**config.mk**
```make
export PLATFORM = sky130hd
export DESIGN_NAME = fetch_sequencer
export DESIGN_NICKNAME = d
export VERILOG_FILES = /design/src/rtl/fetch_sequencer_pkg.sv /design/src/rtl/fetch_sequencer.sv
export SDC_FILE = /design/constraint.sdc
export NUM_CORES = 1
export LEC_CHECK = 0
export CORE_MARGIN = 4
export CORE_UTILIZATION = 49
export DETAILED_ROUTE_END_ITERATION = 16
export GPL_ROUTABILITY_DRIVEN = 0
export PLACE_DENSITY = 0.82
export SLEW_MARGIN = 20
export SYNTH_ARGS = -nofsm -noshare
export SYNTH_HDL_FRONTEND = slang
export SYNTH_SLANG_ARGS = --single-unit
```
**constraint.sdc**
```tcl
create_clock -name clk -period 3.9 [get_ports clk]
set_clock_uncertainty 0.05 [all_clocks]
set_input_delay 0.975 -clock clk [delete_from_list [all_inputs] [get_ports clk]]
set_output_delay 0.975 -clock clk [all_outputs]
set_load 0.02 [all_outputs]
```
**src/rtl/fetch_sequencer_pkg.sv**
```systemverilog
// Shared definitions for the fetch/execute sequencer and the Thumb-subset decoder.
package fetch_sequencer_pkg;

  // Sequencer states
  typedef enum logic [2:0] {
    StIdle    = 3'd0,
    StFetch   = 3'd1,
    StDecode  = 3'd2,
    StExecute = 3'd3,
    StMem     = 3'd4,
    StFault   = 3'd5
  } seq_state_e;

  // Sequential PC step: one halfword instruction
  localparam int unsigned PcIncr       = 2;
  // Branch targets are relative to the instruction address plus the pipeline offset
  localparam int unsigned BranchOffset = 4;

  // Micro-op encodings produced by Decode
  typedef enum logic [3:0] {
    UopAdd    = 4'd0,
    UopSub    = 4'd1,
    UopCmp    = 4'd2,
    UopEor    = 4'd3,
    UopLsl    = 4'd4,
    UopMovImm = 4'd5,
    UopLdr    = 4'd6,
    UopStr    = 4'd7,
    UopB      = 4'd8,
    UopBcc    = 4'd9,
    UopUndef  = 4'd10
  } uop_e;

endpackage

```
**src/rtl/fetch_sequencer.sv**
```systemverilog
// Multi-cycle control sequencer: owns the PC, fetches halfword instructions over a
// req/ack handshake, holds the instruction register and sequences execute, memory
// and writeback cycles, including branch redirects and a sticky undefined-op fault.
module fetch_sequencer
  import fetch_sequencer_pkg::*;
#(
  parameter int unsigned         ADDR_W   = 32,
  parameter logic [ADDR_W-1:0]   RESET_PC = '0
) (
  input  logic              clk,
  input  logic              reset,
  input  logic              run,
  output logic              imem_req,
  output logic [ADDR_W-1:0] imem_addr,
  input  logic              imem_ack,
  input  logic [15:0]       imem_rdata,
  output logic [15:0]       instruction,
  input  logic              dec_undef,
  input  logic              dec_is_branch,
  input  logic              branch_taken,
  input  logic [31:0]       dec_num,
  input  logic              dec_is_load,
  input  logic              dec_is_store,
  input  logic              dec_writes_reg,
  input  logic              dec_sets_flags,
  output logic              mem_start,
  input  logic              mem_done,
  output logic              reg_we,
  output logic              flags_we,
  output logic [ADDR_W-1:0] pc,
  output logic              fault,
  output logic [31:0]       retired
);

  seq_state_e        state_q, state_d;
  logic [ADDR_W-1:0] pc_q, pc_d;
  logic [15:0]       instr_q, instr_d;
  logic [31:0]       retired_q, retired_d;
  logic              fault_q, fault_d;

  logic [ADDR_W-1:0] br_off;
  logic [ADDR_W-1:0] pc_seq;
  logic [ADDR_W-1:0] pc_br;
  seq_state_e        after_retire;

  // Halfword offset scaled to bytes, sign-extended/truncated to the PC width
  assign br_off       = ADDR_W'(signed'({dec_num, 1'b0}));
  assign pc_seq       = pc_q + ADDR_W'(PcIncr);
  assign pc_br        = pc_q + ADDR_W'(BranchOffset) + br_off;
  // run is only sampled at instruction completion
  assign after_retire = run ? StFetch : StIdle;

  assign imem_addr   = pc_q;
  assign pc          = pc_q;
  assign instruction = instr_q;
  assign fault       = fault_q;
  assign retired     = retired_q;

  // Next-state, architectural updates and per-cycle strobes
  always_comb begin
    state_d   = state_q;
    pc_d      = pc_q;
    instr_d   = instr_q;
    retired_d = retired_q;
    fault_d   = fault_q;
    imem_req  = 1'b0;
    mem_start = 1'b0;
    reg_we    = 1'b0;
    flags_we  = 1'b0;

    unique case (state_q)
      StIdle: begin
        if (run) state_d = StFetch;
      end
      StFetch: begin
        imem_req = 1'b1;
        if (imem_ack) begin
          instr_d = imem_rdata;
          state_d = StDecode;
        end
      end
      StDecode: begin
        state_d = StExecute;
      end
      StExecute: begin
        if (dec_undef) begin
          // pc is left pointing at the offending instruction
          fault_d = 1'b1;
          state_d = StFault;
        end else if (dec_is_branch && branch_taken) begin
          pc_d      = pc_br;
          retired_d = retired_q + 32'd1;
          state_d   = after_retire;
        end else if (dec_is_load || dec_is_store) begin
          mem_start = 1'b1;
          state_d   = StMem;
        end else begin
          // A not-taken branch writes nothing
          reg_we    = dec_writes_reg && !dec_is_branch;
          flags_we  = dec_sets_flags && !dec_is_branch;
          pc_d      = pc_seq;
          retired_d = retired_q + 32'd1;
          state_d   = after_retire;
        end
      end
      StMem: begin
        // A mem_done coinciding with mem_start was seen in StExecute and is ignored
        if (mem_done) begin
          reg_we    = dec_is_load;
          pc_d      = pc_seq;
          retired_d = retired_q + 32'd1;
          state_d   = after_retire;
        end
      end
      StFault: begin
        fault_d = 1'b1;
      end
      default: begin
        state_d = StIdle;
      end
    endcase
  end

  // State register with asynchronous reset
  always_ff @(posedge clk or posedge reset) begin
    if (reset) begin
      state_q   <= StIdle;
      pc_q      <= RESET_PC;
      instr_q   <= 16'h0000;
      retired_q <= 32'd0;
      fault_q   <= 1'b0;
    end else begin
      state_q   <= state_d;
      pc_q      <= pc_d;
      instr_q   <= instr_d;
      retired_q <= retired_d;
      fault_q   <= fault_d;
    end
  end

endmodule

```
Word level (Yosys, flattened, before mapping)
Index checks and enable logic that the tools add are counted.
{"block": "totals", "word_cells": 67, "inputBits": 60, "out_inout_bits": 117, "regBits": 84}
{"block": "op_classes", "reduce_logical": 12, "add_sub_neg": 4, "n_mux": 34, "n_eq_ne": 11, "n_bitwise": 1}
{"op": "32-bit two-way mux", "n": 8}
{"op": "32-bit case mux with 2 select lines", "n": 2}
{"op": "32-bit by 1-bit adder with 32-bit output (second input constant)", "n": 1}
{"op": "32-bit by 2-bit adder with 32-bit output (second input constant)", "n": 1}
{"op": "32-bit by 3-bit adder with 32-bit output (second input constant)", "n": 1}
{"op": "32-bit adder", "n": 1}
{"op": "3-bit two-way mux", "n": 6}
{"op": "3-bit case mux with 6 select lines", "n": 1}
{"op": "1-bit two-way mux", "n": 15}
{"op": "2-bit != test (second input constant)", "n": 5}
{"op": "4-bit AND reduction", "n": 2}
{"op": "3-bit by 2-bit == test with 1-bit output (second input constant)", "n": 2}
{"op": "3-bit == test (second input constant)", "n": 2}
{"op": "1-bit case mux with 2 select lines", "n": 2}
{"op": "2-bit AND reduction", "n": 2}
{"op": "2-bit nonzero test", "n": 2}
{"op": "3-bit by 1-bit == test with 1-bit output (second input constant)", "n": 1}
{"op": "1-bit logical AND", "n": 3}
{"op": "3-bit zero test", "n": 1}
{"op": "3-bit != test (second input constant)", "n": 1}
{"op": "1-bit zero test", "n": 1}
{"op": "1-bit logical OR", "n": 1}
{"op": "1-bit inverter", "n": 1}

Logic depth before layout (Yosys ltp)
Gate-level depths: netlist (run 1).
{"block": "logic_depth", "word_depth": 6, "depth_mapped": 13}

Least setup slack after synthesis (run 1)
Ideal clock, no wire load.
{"block": "synth_path", "kind": "input to register", "from": "in dec_num[1]", "to": "reg pc_q[28], in the netlist imem_addr[28]", "path_slack_ns": 0.084, "path_stages": 13, "path_buffers": 0, "required_ns": 3.756, "arrival_time_ns": 3.672, "path_cell_list": "inv_1 -> ha_1 -> inv_1 -> ha_1 -> fa_1 -> a211oi_2 -> o21ai_2 -> o2111a_1 -> o2111ai_2 -> a21oi_1 -> o31ai_1 -> mux2_2 -> a221oi_2"}
{"block": "synth_between", "elab_chain_len": 4}
{"element": "from (decl)", "line_no": "fetch_sequencer.sv:21", "source": "input logic [31:0] dec_num,"}
{"element": "32-bit adder", "line_no": "fetch_sequencer.sv:49", "source": "assign pc_br = pc_q + ADDR_W'(BranchOffset) + br_off;"}
{"element": "32-bit two-way mux", "line_no": "fetch_sequencer.sv:90", "source": "end else if (dec_is_branch && branch_taken) begin"}
{"element": "32-bit two-way mux", "line_no": "fetch_sequencer.sv:86", "source": "if (dec_undef) begin"}
{"element": "32-bit case mux with 2 select lines", "line_no": "fetch_sequencer.sv:71", "source": "unique case (state_q)"}
{"element": "to (signal assigned)", "line_no": "fetch_sequencer.sv:134", "source": "pc_q <= pc_d;"}
{"element": "to (decl)", "line_no": "fetch_sequencer.sv:36", "source": "logic [ADDR_W-1:0] pc_q, pc_d;"}
Every way passes these cells. The select of a mux whose other input is x is not followed.
A chain may end at the register's enable or synchronous reset.

Worst setup path in the final report (run 1)
{"block": "layout_path", "from": "in dec_undef", "to": "out reg_we"}
{"block": "layout_between", "elab_chain_len": 2}
{"element": "from (decl)", "line_no": "fetch_sequencer.sv:18", "source": "input logic dec_undef,"}
{"element": "1-bit two-way mux", "line_no": "fetch_sequencer.sv:86"}
{"element": "1-bit case mux with 2 select lines", "line_no": "fetch_sequencer.sv:71"}
{"element": "to (decl)", "line_no": "fetch_sequencer.sv:28", "source": "output logic reg_we,"}
Every way passes these cells.

==> results of run 1 <==
[layer usage]
layer  track usage (%)  vias up  share of wire [%]  wire length [microns]
met5                 0        -                  0                      0
met4             9.454        0                3.1                    537
met3             4.364       41                7.5                   1308
met2             38.29      263                 46                   8137
met1             31.50     2869                 43                   7549
li1                  -     2917                  -                      -
[layout make-up]
| class | instances | area share (%) |
|---|---|---|
| multi-input combinational | 565 | 45.49 |
| sequential | 83 | 24.34 |
| timing repair buffer | 211 | 23.67 |
| clock buffer | 9 | 2.640 |
| tap | 172 | 2.522 |
| inverter | 15 | 0.6746 |
| clock inverter | 7 | 0.6599 |
[worst min path at each step]
| stage | startpoint | end |
|---|---|---|
| 2_1_floorplan | state_q[2] | state_q[1] |
| 6_report | fault | fault |
| 4_1_cts | fault | fault |
| 3_3_place_gp | fault | fault |
| 3_5_place_dp | fault | fault |
| 5_1_grt | retired[31] | retired[31] |
[worst max-delay path, stage by stage]
cell             delay, ns
clkdlybuf4s50_1       0.42
nand4bb_1             0.23
nor3_2                0.21
nand2_1               0.07
o21ai_0               0.15
clkdlybuf4s50_1       0.63
[cell usage in the layout (no fill, tap or decap), types with 16 or more instances in the layout]
cell / Yosys / final
clkdlybuf4s50_1: 0 / 172
o21ai_0: 47 / 47
dfrtp_1: 83 / 83
nand2_1: 68 / 68
buf_4: 35 / 38
nor2_1: 53 / 53
ha_1: 61 / 60
xnor2_1: 36 / 36
and3_1: 16 / 16
a21oi_1: 66 / 65
mux2_2: 18 / 18
nand3_1: 32 / 32
nand4_1: 18 / 18
[per-stage QoR]
stage          hold slack [ns]  utilization [%]
2_1_floorplan           0.4448                -
3_3_place_gp            0.4116            64.84
3_5_place_dp            0.4067            64.84
4_1_cts                 0.4297            67.24
5_1_grt                 0.4417            67.33
6_report                0.4239            67.33
[repair_timing]
item,CTS,global route
setup buffers,1,0
endpoints found under the setup margin,4,10
hold buffers,0,0
gates resized for setup,4,3
hold endpoints to repair,0,0
pin swaps,7,8
[cells in the mapped netlist (all sizes together) (2+ instances only)]
cell     n  share of area [%]
clkbuf  20                1.2
a22oi    2               0.24
nand2b   5               0.49
o41ai    2               0.39
and2     7               0.69
or2      4               0.39
nand3b   3               0.36
nor2b    3               0.30
a221oi   4               0.65
xnor2   36                5.0
o22ai    4               0.39
and4     5               0.69
nand4   18                1.8
a41oi    2               0.39
and3    16                1.6
o21a     3               0.36
o211ai   7               0.83
nor3    16                1.4
dfrtp   83                 33
xor2    15                2.1
a21o    15                1.8
o21ai   49                3.9
or4      2               0.24
nor4     2               0.20
o21bai   3               0.41
inv     15               0.89
a21oi   67                5.3
mux2i    2               0.32
or3      2               0.20
nand3   33                2.7
buf     39                4.6
a31oi    5               0.49
nand2   68                4.0
ha      61                 12
mux2    18                3.2
nor2    54                3.2
a211o    3               0.41
a211oi   7               0.91
o31ai    5               0.59
[kinds of logic after synthesis]
family                     after synthesis
adders and majority gates               62
other                                    1
muxes                                   20
DFF                                     83
and+or+nand+nor                        241
xor gates and xnor gates                51
buffers and inverters                   74
AOI/OAI and AO/OA                      189
[power by group]
group / switching, W / internal [W]
sequential: 0.000411 / 0.00112
combinational: 0.00211 / 0.00194
clock: 0.000370 / 0.000442
total: 0.00289 / 0.00350
[state kept, by name, indices dropped and copies added, names as in the netlist]
register / cells
retired: 32
fault: 1
state_q: 3
imem_addr: 31
instruction: 16
==> impl_metrics.csv, run 1 <==
group,metric,value,unit
final_layout,regArea,0.002077,sq mm
sta,finalSetupViolCount,0,
synth,yosys_most_used_dff,"dfrtp_1",
synth,synthArstFlopShare,100.0,%
hold_path,hold_path_class,"flop to flop",
critical_path,r2r_setup_slack,0.56,ns
final_layout,multi_input_area,0.003881,sq mm
sta,setup_ws,0.1784,ns
synth,syn_area,0.006342,sq mm
placed_design,io_buffer_count,173,
clock_tree,cts_sinks,83,
critical_path,reg2reg_depth,13,
sta,period_minus_slack,3.722,ns
sta,worstMarginPinSlew,0.8702,ns
final_layout,fin_area,0.008532,sq mm
global_routing,overflow,0,
sta,drv_slew,0,
floorplan,ioPinCount,177,
hold_path,whs_path_depth,1,
synth,synth_compound_area_share,18.88,%
final_layout,finalNonFillerCells,1062,
clock_tree,cts_tree,"yes",
floorplan,dieArea,0.01483,sq mm
power,ir_drop,0.4893,mV
sta,post-route-period-util,95.43,%
global_routing,grt_max_degree,37,
critical_path,worst_ep_arrival_time,2.70,ns
clock_tree,ctsLongestPathBuffers,2,
global_routing,grt_pass1_vias,5893,
drt,dr.pass1.iters,5,
synth,synth_xor_area_share,7.043,%
synth,yosys.area_share.simple,18.78,%
drt,wl_per_cell,16.51,microns
critical_path,endpoint_kind,"primary output",
floorplan,initial_core_util,50.05,%
drt,drt-initial-drc-count,468,
synth,synth_warnings,0,
critical_path,r2r_end,"imem_addr[28]",
drt,drc,0,
synth,synth_top_family_by_area,"compound AO/OA/AOI/OAI gates",
drt,ant_nets,0,
global_routing,antenna_found_initial,0,
sta,max_slew_margin,41.77,%
critical_path,start_kind,"input pin",
global_routing,grt_pass1_wl,28610,microns
floorplan,die_h,121.8,microns
synth,synth_fa_ha_area_share,12.35,%
synth,yosys-mux-area-fraction,3.512,%
drt,drt-total-wl,17530,microns
critical_path,rr_startpoint,"imem_addr[2]",
synth,syn_area_per_cell,8.797,sq um
synth,synth_edf_count,0,
drt,vias,6090,
synth,synthCells,721,
placed_design,dp_slack,-0.5345,ns
clock_tree,htreeDepth,3,
clock_tree,clk-insertion-delay-late,0.34,ns
critical_path,critPathMaxFanout,2,
clock_tree,clk_pin_slew,0.06,ns
run,maxCapViolCount,0,
placed_design,post_dp_cell_area,0.008215,sq mm
sta,hold_violations,0,
final_layout,area_delta_synth_final,34.52,%
clock_tree,root_buffer,"clkbuf_16",
final_layout,finalNetCount,1007,
critical_path,cp_data_required_time,2.87,ns
sta,tns,0,ns
final_layout,drive_above_1_share,10.79,%
outcome,status,"complete, no violations",
floorplan,die_w,121.8,microns
synth,yosysSeqAreaShare,32.75,%
sta,rsz0062_at_grt,"no",
global_routing,groute.usage.overall,23.68,%
floorplan,core_region_area,0.01267,sq mm
placed_design,placedCellCount,1045,
floorplan,rows,41,
critical_path,cp-startpoint,"dec_undef",
power,powerDensity,749.0,mW/mm^2
critical_path,worstSetupEndpoint,"reg_we",
sta,fmax,268.7,MHz
final_layout,fillCellCount,1040,
clock_tree,cts-buffers-inserted,9,
synth,synth_seq_cells,83,
placed_design,hpwlAfterDp,13460,microns
power,power.total,0.006390,W
critical_path,critPathKind,"input pin to primary output",
synth,synth_cell_types,69,
final_layout,antenna_cells,0,
power,leakage,3.736,nW
drt,viasPerCell,5.734,
Power figures use the tool's default switching activity.
==> run 2, diff against run 1 <==
--- a/config.mk
+++ b/config.mk
@@ -6,10 +6,11 @@
 export NUM_CORES = 1
 export LEC_CHECK = 0
 export CORE_MARGIN = 4
-export CORE_UTILIZATION = 49
+export CORE_UTILIZATION = 59
 export DETAILED_ROUTE_END_ITERATION = 16
+export DONT_BUFFER_PORTS = 1
 export GPL_ROUTABILITY_DRIVEN = 0
-export PLACE_DENSITY = 0.82
+export PLACE_DENSITY = 0.76
 export SLEW_MARGIN = 20
 export SYNTH_ARGS = -nofsm -noshare
 export SYNTH_HDL_FRONTEND = slang
==> run 2 against run 1 <==
Effect of this change: total power decreased by 16%; final area decreased by 22%; first-iteration DRC count decreased by 7.7%; combinational power decreased by 22%; utilization decreased by 3.5 points; cell count decreased by 20%; largest cell class unchanged.
==> impl_metrics.csv, run 2 (synthesis gave the netlist of run 1 again) <==
group,metric,value,unit
outcome,status,"complete, no violations",
critical_path,cp_num_buf_inv,2,
sta,fmax,273.5,MHz
critical_path,cp_slowest_stage_delay,0.41,ns
global_routing,grt_max_degree,45,
final_layout,multi_input_area,0.003856,sq mm
hold_path,hold_path_class,"flop to flop",
sta,holdWs,0.5295,ns
clock_tree,ctsResizeCount,0,
clock_tree,cts-buffers-inserted,9,
global_routing,grt_pass1_vias,5411,
drt,drt-initial-drc-count,432,
clock_tree,clk_pin_slew,0.09,ns
sta,drv_slew,0,
run,maxCapViolCount,0,
sta,hold_violations,0,
global_routing,groute.usage.overall,25.43,%
final_layout,finalNetCount,834,
placed_design,hpwlAfterDp,12310,microns
power,ir_drop,0.4581,mV
clock_tree,ctsLongestPathBuffers,2,
floorplan,die_w,111.7,microns
critical_path,cp_data_required_time,4.11,ns
drt,dr.pass1.iters,5,
hold_path,hold_start,"state_q[2]",
final_layout,fin_area,0.006646,sq mm
floorplan,initial_core_util,60.89,%
final_layout,area_delta_synth_final,4.794,%
drt,drc,0,
critical_path,r2r_end,"imem_addr[28]",
global_routing,grt_pass1_wl,26630,microns
critical_path,reg2reg_depth,13,
final_layout,layout_common_cells,"dfrtp_1, nand2_1, a21oi_1",
drt,drt-total-wl,16130,microns
power,powerDensity,806.5,mW/mm^2
final_layout,antenna_cells,0,
floorplan,dieArea,0.01247,sq mm
final_layout,drive_above_1_share,12.55,%
critical_path,path_depth,13,
sta,max_slew_margin,39.10,%
sta,finalSetupViolCount,0,
sta,worstMarginPinSlew,0.9102,ns
hold_path,min_to,"state_q[1]",
floorplan,rows,37,
final_layout,fillCellCount,892,
clock_tree,root_buffer,"clkbuf_8",
clock_tree,cts_sinks,83,
clock_tree,clk-insertion-delay-late,0.35,ns
drt,viasPerCell,6.401,
clock_tree,hold_buffers,0,
drt,ant_nets,0,
placed_design,io_buffer_count,0,
sta,rsz0062_at_grt,"no",
critical_path,crit_chain,"inv_1 -> ha_1 -> inv_1 -> ha_1 -> fa_1 -> a211oi_2 -> o21ai_2 -> o2111a_1 -> o2111ai_2 -> a21oi_1 -> o31ai_1 -> mux2_2 -> a221oi_2",
critical_path,critical-path-slowest-cell,"fa_1",
floorplan,ioPinCount,177,
critical_path,worst_ep_arrival_time,3.87,ns
critical_path,critPathKind,"input pin to flop",
global_routing,antenna_found_initial,0,
sta,period_minus_slack,3.656,ns
floorplan,core_region_area,0.01042,sq mm
final_layout,regArea,0.002077,sq mm
critical_path,critPathTopFamily,"compound AO/OA/AOI/OAI gates",
power,leakage,3.032,nW
critical_path,cp-startpoint,"dec_num[1]",
critical_path,r2r_setup_slack,0.48,ns
hold_path,whs_path_depth,1,
placed_design,post_dp_cell_area,0.006459,sq mm
final_layout,largest_reg_flops,32,
final_layout,mostFrequentLayoutCell,"dfrtp_1",
drt,vias,5460,
drt,wl_per_cell,18.91,microns
critical_path,rr_startpoint,"imem_addr[2]",
floorplan,die_h,111.7,microns
clock_tree,post_cts_buffers,0,
clock_tree,cts_tree,"yes",
critical_path,endpoint_kind,"flop",
critical_path,start_kind,"input pin",
clock_tree,htreeDepth,3,
critical_path,critPathMaxFanout,4,
global_routing,overflow,0,
sta,post-route-period-util,93.75,%
==> run 2: cell types whose count changed in the layout (fill, tap and decap cells not counted), moves of 2 or more <==
cell,before,now
clkbuf_16,9,0
clkbuf_8,0,11
clkdlybuf4s50_1,172,0
clkinvlp_4,1,3
inv_6,5,1
==> run 2: cell type report <==
cell class | count | area share [%]
multi-input cells | 565 | 58.02
clock buffers | 11 | 2.278
clock inverters | 5 | 0.5459
flip-flops and latches | 83 | 31.25
well taps | 136 | 2.560
repair buffers | 38 | 4.480
inverters | 15 | 0.8660
==> run 2: how the worst max path moves through the flow <==
stage	slack (ns)	end
floorplan	0.08	imem_addr[28]
global placement	-0.13	imem_addr[28]
detailed placement	-0.10	imem_addr[28]
CTS	0.25	imem_addr[28]
global route	0.07	imem_addr[28]
finish	0.24	imem_addr[28]
==> run 2: report_power, final <==
part / switching (W) / internal [W]
registers: 0.000470 / 0.00112
clock network: 0.000328 / 0.000268
logic: 0.00194 / 0.00124
total: 0.00273 / 0.00263
==> run 2: stage by stage <==
step	instances	total power, W	util [%]	setup WS [ns]	TNS [ns]
2_1_floorplan	722	0.004083	-	0.08433	0
3_3_place_gp	837	0.004637	62.01	-0.1331	-0.1331
3_5_place_dp	837	0.004740	62.01	-0.1038	-0.1038
4_1_cts	853	0.005345	63.81	0.2503	0
5_1_grt	853	0.005789	63.81	0.07229	0
6_report	853	0.005360	63.81	0.2437	0
==> run 2: routing by layer <==
metal	part of all wire [%]	global-route usage [%]
met2	47	42.33
met1	42	32.56
met4	1.3	6.894
met5	0	0
met3	10	7.174
==> run 3, diff against run 2 <==
--- a/config.mk
+++ b/config.mk
@@ -5,12 +5,12 @@
 export SDC_FILE = /design/constraint.sdc
 export NUM_CORES = 1
 export LEC_CHECK = 0
-export CORE_MARGIN = 4
 export CORE_UTILIZATION = 59
 export DETAILED_ROUTE_END_ITERATION = 16
 export DONT_BUFFER_PORTS = 1
 export GPL_ROUTABILITY_DRIVEN = 0
 export PLACE_DENSITY = 0.76
+export SETUP_SLACK_MARGIN = 0.2
 export SLEW_MARGIN = 20
 export SYNTH_ARGS = -nofsm -noshare
 export SYNTH_HDL_FRONTEND = slang
==> run 3 against run 2 <==
Effect of this change: sequential share of layout area hardly changed; critical endpoint unchanged; total power about the same; die area down 10%; maximum frequency increased by 2.1%; largest cell class unchanged.
==> impl_metrics.csv, run 3 (synthesis gave the netlist of run 1 again) <==
group,metric,value,unit
outcome,status,"complete, no violations",
sta,max_slew_margin,40.62,%
drt,drt-met1-wl,6653,microns
clock_tree,ctsLongestPathBuffers,2,
hold_path,whs_path_depth,1,
global_routing,groute.usage.overall,28.30,%
clock_tree,cts-buffers-inserted,9,
sta,tns,0,ns
power,powerDensity,806.2,mW/mm^2
clock_tree,cts_tree,"yes",
critical_path,r2r_end,"imem_addr[28]",
power,leakage,3.039,nW
sta,drv_slew,0,
final_layout,regArea,0.002077,sq mm
placed_design,dp_slack,0.01440,ns
sta,setup_ws,0.3201,ns
drt,wl_per_cell,18.22,microns
global_routing,overflow,0,
clock_tree,hold_buffers,0,
global_routing,grt_max_degree,44,
final_layout,fillCellCount,871,
global_routing,antenna_found_initial,0,
floorplan,ioPinCount,177,
clock_tree,clk_pin_slew,0.09,ns
final_layout,largest_reg_flops,32,
global_routing,grt_pass1_wl,25430,microns
drt,drt-initial-drc-count,300,
hold_path,min_to,"state_q[1]",
sta,fmax,279.3,MHz
drt,dr_wl_met2,7198,microns
floorplan,rows,37,
critical_path,reg2reg_depth,13,
sta,worstMarginPinSlew,0.8874,ns
final_layout,drive_above_1_share,12.81,%
clock_tree,post_cts_buffers,0,
floorplan,die_h,105.7,microns
critical_path,critPathKind,"input pin to flop",
placed_design,hpwlAfterDp,11890,microns
power,ir_drop,0.4668,mV
final_layout,area_delta_synth_final,4.932,%
floorplan,dieArea,0.01117,sq mm
clock_tree,root_buffer,"clkbuf_8",
sta,rsz0062_at_grt,"no",
critical_path,rr_startpoint,"imem_addr[2]",
critical_path,endpoint_kind,"flop",
drt,vias,5445,
run,maxCapViolCount,0,
clock_tree,clk-insertion-delay-late,0.35,ns
sta,finalSetupViolCount,0,
sta,period_minus_slack,3.580,ns
hold_path,hold_start,"state_q[2]",
clock_tree,ctsResizeCount,0,
placed_design,io_buffer_count,0,
critical_path,worst_ep_arrival_time,3.80,ns
drt,dr.pass1.iters,5,
final_layout,mostFrequentLayoutCell,"dfrtp_1",
final_layout,finalNetCount,836,
clock_tree,cts_sinks,83,
clock_tree,htreeDepth,3,
drt,ant_nets,0,
hold_path,hold_path_class,"flop to flop",
floorplan,die_w,105.7,microns
critical_path,cp_data_required_time,4.12,ns
final_layout,layout_common_cells,"dfrtp_1, nand2_1, a21oi_1",
drt,dr_wl_met3,1316,microns
floorplan,initial_core_util,61.16,%
critical_path,start_kind,"input pin",
final_layout,multi_input_area,0.003859,sq mm
drt,drc,0,
drt,top_layer_used,"met4",
sta,hold_violations,0,
floorplan,core_region_area,0.01037,sq mm
critical_path,r2r_setup_slack,0.57,ns
drt,drt-total-wl,15560,microns
placed_design,post_dp_cell_area,0.006464,sq mm
global_routing,grt_pass1_vias,5274,
final_layout,antenna_cells,0,
final_layout,fin_area,0.006655,sq mm
sta,post-route-period-util,91.79,%
critical_path,critPathMaxFanout,2,
drt,viasPerCell,6.376,
run 3: changes by cell type in the layout (fill, tap and decap cells not counted), sizes merged:
cell,before,now
clkinvlp,3,2
buf,38,40
clkbuf,11,9
inv,15,14
bufinv,0,1
clkinv,2,4
run 3: cell type report:
class / instances / share of cell area [%]
flip-flops and latches: 83 / 31.21
multi-input cells: 565 / 57.98
repair buffers: 40 / 4.512
inverters: 15 / 0.8648
clock inverters: 6 / 1.015
well taps: 136 / 2.557
clock buffers: 9 / 1.861
run 3: worst max path at each step:
stage / from / endpoint / slack [ns] / cells after the start
global placement: dec_num[1] / imem_addr[28] / 0.008 / 13
CTS: dec_num[1] / imem_addr[28] / 0.37 / 13
detailed placement: dec_num[1] / imem_addr[28] / 0.01 / 13
floorplan: dec_num[1] / imem_addr[28] / 0.20 / 13
global route: dec_num[1] / imem_addr[28] / 0.20 / 13
finish: dec_num[1] / imem_addr[28] / 0.32 / 13
run 3: per-stage QoR:
stage	total power [W]	utilization [%]	hold slack, ns	std cells
6_report	0.005365	64.18	0.5135	854
5_1_grt	0.005806	64.18	0.5787	854
4_1_cts	0.005358	64.18	0.5193	854
3_5_place_dp	0.004716	62.33	0.5108	839
3_3_place_gp	0.004609	62.33	0.4717	839
2_1_floorplan	0.004086	-	0.4448	722
run 3: per-layer routing:
metal,up-vias,global-route usage (%)
li1,2573,-
met1,2571,36.84
met2,258,45.52
met3,43,6.184
met4,0,11.71
met5,-,0
run 3: power breakdown:
| group | switching, W | internal (W) | leakage, nW |
|---|---|---|---|
| clock | 0.000332 | 0.000294 | 0.0913 |
| sequential | 0.000451 | 0.00112 | 1.05 |
| combinational | 0.00193 | 0.00124 | 1.90 |
run 3: worst max-delay path, cell delays in order:
cell	delay, ns
inv_1	0.03
ha_1	0.27
inv_1	0.04
ha_1	0.22
fa_2	0.36
a211oi_2	0.21
o21ai_2	0.11
o2111a_1	0.28
o2111ai_2	0.25
a21oi_1	0.13
o31ai_1	0.34
mux2_2	0.39
a221oi_2	0.20
